==> src/rtl/wm_pkg.sv <==
// rtl/wm_pkg.sv - shared phase encoding, widths and default durations for the washer controller
package wm_pkg;
  localparam int PERIOD_W = 4;
  localparam int PHASE_W  = 3;

  typedef enum logic [PHASE_W-1:0] {
    IDLE  = 3'd0,
    FILL  = 3'd1,
    WASH  = 3'd2,
    RINSE = 3'd3,
    SPIN  = 3'd4
  } phase_t;

  localparam logic [PERIOD_W-1:0] DEF_FILL_T  = 4'd2;
  localparam logic [PERIOD_W-1:0] DEF_WASH_T  = 4'd5;
  localparam logic [PERIOD_W-1:0] DEF_RINSE_T = 4'd2;
  localparam logic [PERIOD_W-1:0] DEF_SPIN_T  = 4'd1;
endpackage

==> src/rtl/wash_sequencer.sv <==
// rtl/wash_sequencer.sv - fill/wash/rinse/spin sequencer that arms an external timer per phase
module wash_sequencer
  import wm_pkg::*;
#(
  parameter logic [PERIOD_W-1:0] FILL_T  = DEF_FILL_T,
  parameter logic [PERIOD_W-1:0] WASH_T  = DEF_WASH_T,
  parameter logic [PERIOD_W-1:0] RINSE_T = DEF_RINSE_T,
  parameter logic [PERIOD_W-1:0] SPIN_T  = DEF_SPIN_T
) (
  input  logic                clk,
  input  logic                reset,
  input  logic                start,
  input  logic                door_closed,
  input  logic                pause,
  input  logic                double_wash,
  input  logic                tmr_done,
  output logic                tmr_enable,
  output logic                tmr_clear,
  output logic [PERIOD_W-1:0] tmr_period,
  output logic                fill_valve,
  output logic                motor_on,
  output logic                drain_valve,
  output logic                door_lock,
  output logic                cycle_done,
  output logic [PHASE_W-1:0]  phase
);

  phase_t state;
  logic   arm;
  logic   second_pass_pending;
  logic   held;

  assign held  = (state != IDLE) && (pause || !door_closed);
  assign phase = state;

  // arm marks a fresh phase whose timer has not been cleared yet; a stale
  // tmr_done from the previous phase must not end it.
  always_ff @(posedge clk or posedge reset) begin
    if (reset) begin
      state               <= IDLE;
      arm                 <= 1'b0;
      second_pass_pending <= 1'b0;
      cycle_done          <= 1'b0;
    end else begin
      cycle_done <= 1'b0;
      if (state == IDLE) begin
        if (start && door_closed) begin
          state               <= FILL;
          arm                 <= 1'b1;
          second_pass_pending <= double_wash;
        end
      end else if (!held) begin
        if (arm) begin
          arm <= 1'b0;
        end else if (tmr_done) begin
          case (state)
            FILL: begin
              state <= WASH;
              arm   <= 1'b1;
            end
            WASH: begin
              state <= RINSE;
              arm   <= 1'b1;
            end
            RINSE: begin
              arm <= 1'b1;
              if (second_pass_pending) begin
                state               <= WASH;
                second_pass_pending <= 1'b0;
              end else begin
                state <= SPIN;
              end
            end
            SPIN: begin
              state      <= IDLE;
              cycle_done <= 1'b1;
            end
            default: state <= IDLE;
          endcase
        end
      end
    end
  end

  // Actuators and timer controls drop while held; the lock stays engaged.
  always_comb begin
    tmr_enable  = 1'b0;
    tmr_clear   = 1'b0;
    tmr_period  = '0;
    fill_valve  = 1'b0;
    motor_on    = 1'b0;
    drain_valve = 1'b0;
    door_lock   = (state != IDLE);
    case (state)
      FILL:    tmr_period = FILL_T;
      WASH:    tmr_period = WASH_T;
      RINSE:   tmr_period = RINSE_T;
      SPIN:    tmr_period = SPIN_T;
      default: tmr_period = '0;
    endcase
    if (state != IDLE && !held) begin
      tmr_enable = 1'b1;
      tmr_clear  = arm;
      case (state)
        FILL:  fill_valve = 1'b1;
        WASH:  motor_on   = 1'b1;
        RINSE: begin
          fill_valve = 1'b1;
          motor_on   = 1'b1;
        end
        SPIN: begin
          motor_on    = 1'b1;
          drain_valve = 1'b1;
        end
        default: ;
      endcase
    end
  end

endmodule
==> config.mk <==
export PLATFORM = sky130hd
export DESIGN_NAME = wash_sequencer
export DESIGN_NICKNAME = d
export VERILOG_FILES = /design/src/rtl/wm_pkg.sv /design/src/rtl/wash_sequencer.sv
export SDC_FILE = /design/constraint.sdc
export NUM_CORES = 1
export LEC_CHECK = 0
export ABC_AREA = 1
export CAP_MARGIN = 10
export CORE_AREA = 2 2 39 41
export DETAILED_ROUTE_END_ITERATION = 10
export DIE_AREA = 0 0 41 43
export PLACE_DENSITY = 0.72
export SYNTH_ARGS = -nofsm -noshare
export SYNTH_HDL_FRONTEND = slang
export SYNTH_SLANG_ARGS = --single-unit
==> constraint.sdc <==
create_clock -name clk -period 1.63 [get_ports clk]
set_input_delay 0.163 -clock clk [delete_from_list [all_inputs] [get_ports clk]]
set_output_delay 0.163 -clock clk [all_outputs]
set_load 0.01 [all_outputs]
==> results.py <==
metrics = {
    "synthesis": {
        "syn_avg_cell_area_sq_um": 6.67,
        "synth-async-reset-ratio_pct": 100,
        "synthMostInstantiatedCell": "nand2_1",
        "synth.top_cells.by_area": "dfrtp_1, nand2_1, inv_1, nor2_1, nand2_4",
        "ys_seq_elements": 6,
        "ys.flop_type": "dfrtp_1",
        "synth_edf_count": 0,
        "yosys.area.top_type": "dfrtp_1",
        "synth.net_count": 74,
        "synth_warnings": 0,
        "synth.distinct_cells": 17,
        "yosysTopAreaCellShare_pct": 33.6,
        "synth_commonest_cells": "nand2_1, inv_1, nor2_1",
        "syn-cell-area_sq_um": 447,
        "synthCells": 67,
        "ys_seq_area_share_pct": 33.6,
    },
    "final_layout": {
        "final_cell_area_sq_um": 707,
        "drive_above_1_share_pct": 22.3,
        "seqCellArea_sq_um": 153,
        "multiInputGateArea_sq_um": 235,
        "antenna_cells": 0,
        "area_growth_pct": 58.3,
        "fill_cells": 151,
        "finish.utilization_pct": 51.1,
        "nets": 103,
    },
    "sta": {
        "setup_ws_ps": 76.9,
        "fin_worst_skew_ps": 3.77,
        "max_freq_ghz": 0.644,
        "rsz0062_at_grt": "no",
        "period_share_pct": 95.3,
        "setup_viol": 0,
        "tns_ps": 0,
        "finalHoldViolations": 0,
        "period_minus_slack_ps": 1550,
        "final_max_slew_viol_count": 0,
        "timing.hold.ws_ps": 123,
    },
    "clock_tree": {
        "clk_pin_slew_ps": 40,
        "cts_tree": "built",
        "clock-sinks": 6,
        "insertion_delay_ps": 240,
        "htreeDepth": 1,
        "clock_path_buffers": 2,
        "cts_hold_buf": 0,
        "cts_inserted_buffers": 3,
        "root_buffer": "clkbuf_4",
    },
    "drt": {
        "first_iter_violations": 2,
        "drtAntennaViolNets": 0,
        "avgViaCountPerCell": 4.45,
        "route.vias.total": 489,
        "drc_errors": 0,
        "dr.pass1.iters": 2,
        "wl_per_cell_um": 9.80,
        "routed_wl_mm": 1.08,
    },
    "setup_path": {
        "slowest_stage": "dfrtp_2",
        "critical_path_buf_inv_count": 1,
        "critPathTopFamily": "flip-flops",
        "cp_cell_sequence": "nor2_4 > nand2_2 > a21oi_1 > dlygate4sd2_1",
        "worstPathRequired_ps": 1470,
        "cp-start-kind": "register",
        "path_class": "register to output pin",
        "arrival_ps": 1390,
        "crit_path_end_kind": "output pin",
        "critical-path-max-stage-delay_ps": 440,
        "critPathMaxFanout": 5,
    },
    "placement": {
        "place_area_sq_um": 668,
        "gp_congestion": 0.705,
        "dpl.hpwl_um": 866,
        "preCtsSetupSlack_ps": -123,
        "port_buffers": 19,
    },
    "grt": {
        "grt_max_degree": 10,
        "grt_pass1_wl_mm": 1.88,
        "grt_overflow": 0,
        "busiest_layer": "met2",
        "grt_util_met3_pct": 7.85,
        "grt_pass1_vias": 465,
        "use_met2_pct": 25.9,
        "antenna_found_initial": 0,
        "grt_use_total_pct": 15.7,
        "use_met1_pct": 17.0,
    },
    "power": {
        "vdd_drop_max_v": 0.000605,
        "p_leak_nw": 0.405,
        "p_per_area_nw_per_um2": 1650,
    },
    "die": {
        "core_sq_um": 1380,
        "dieArea_sq_um": 1760,
        "die_y_um": 43,
        "row_count": 14,
        "initial_core_util_pct": 32.3,
        "io_pins": 21,
        "die_w_um": 41,
    },
    "worst_hold_path": {
        "hold_class": "input port to async pin",
    },
    "job": {
        "drv_cap": 0,
    },
    "outcome": {
        "status": "complete, no violations",
    },
}
[layout make-up]
class                           count  area share, %
Timing Repair Buffer               26           32.7
Inverter                           12           6.37
Clock buffer                        3           3.19
Sequential cell                     6           21.6
Tap cell                           16           2.83
Multi-Input combinational cell     47           33.3
[cell usage in the layout (no fill, tap or decap)]
cell / instances
a21oi_1: 1
buf_4: 7
clkbuf_4: 3
clkdlybuf4s50_1: 10
conb_1: 1
dfrtp_1: 4
dfrtp_2: 2
dlygate4sd2_1: 9
inv_1: 11
inv_2: 1
nand2_1: 16
nand2_2: 3
nand2_4: 3
nand3_1: 6
nand3_2: 1
nor2_1: 10
nor2_4: 1
nor3_1: 2
o21ai_0: 2
o21ai_1: 1
[worst reg2reg max path: stages, from the launching register on]
cell and delay (ps):
dfrtp_2 440, nor2_4 150, buf_4 140, nand3_2 110
nand2_4 110, nand2_2 60, nand2_1 60, nand2_1 50
[per-layer routing]
| layer | share of wire [%] | vias up | wire, um |
|---|---|---|---|
| met1 | 40 | 226 | 426 |
| met5 | 0 | - | 0 |
| met2 | 56 | 10 | 606 |
| li1 | - | 253 | - |
| met4 | 0 | 0 | 0 |
| met3 | 4.2 | 0 | 45 |
[metrics by stage]
stage          power [mW]  cells
6_report             1.17    110
2_1_floorplan       0.715     67
4_1_cts              1.17    110
3_3_place_gp         1.03    104
3_5_place_dp         1.03    104
5_1_grt              1.28    110
[cells by family (layout without fill, tap and decap cells)]
logic type             count (synthesis)  in the layout  synth area share, %
and+or+nand+nor                       42             42                 46.8
buffers and inverters                 14             41                 14.3
DFF                                    6              6                 33.6
AOI/OAI and AO/OA                      4              4                 4.48
other                                  1              1                0.840
[what timing repair did]
item	CTS	global route
endpoints found under the setup margin	9	0
setup buffers	3	0
gates resized for setup	12	0
[power breakdown]
part	switching [mW]	leakage, nW	internal, mW
sequential	0.0591	0.0751	0.208
clock	0.0510	0.0138	0.0831
combinational	0.416	0.316	0.349
[sequential cells by signal, summed over array words and instances, names as in the netlist]
register             flops
second_pass_pending      1
arm                      1
phase                    3
cycle_done               1
[worst paths after layout]
| path | end | slack, ps | start | depth (start not counted) |
|---|---|---|---|---|
| setup / recovery | motor_on | 80 | phase[1] | 4 |
| hold / removal | phase[0] | 120 | reset | 2 |
| setup reg to reg | phase[1] | 400 | phase[1] | 7 |
| hold reg to reg | second_pass_pending | 490 | second_pass_pending | 2 |
| max in group asynchronous | phase[1] | 1310 | reset | 2 |
| min in group clk | second_pass_pending | 490 | second_pass_pending | 2 |
(Power assumes the default switching activity.)
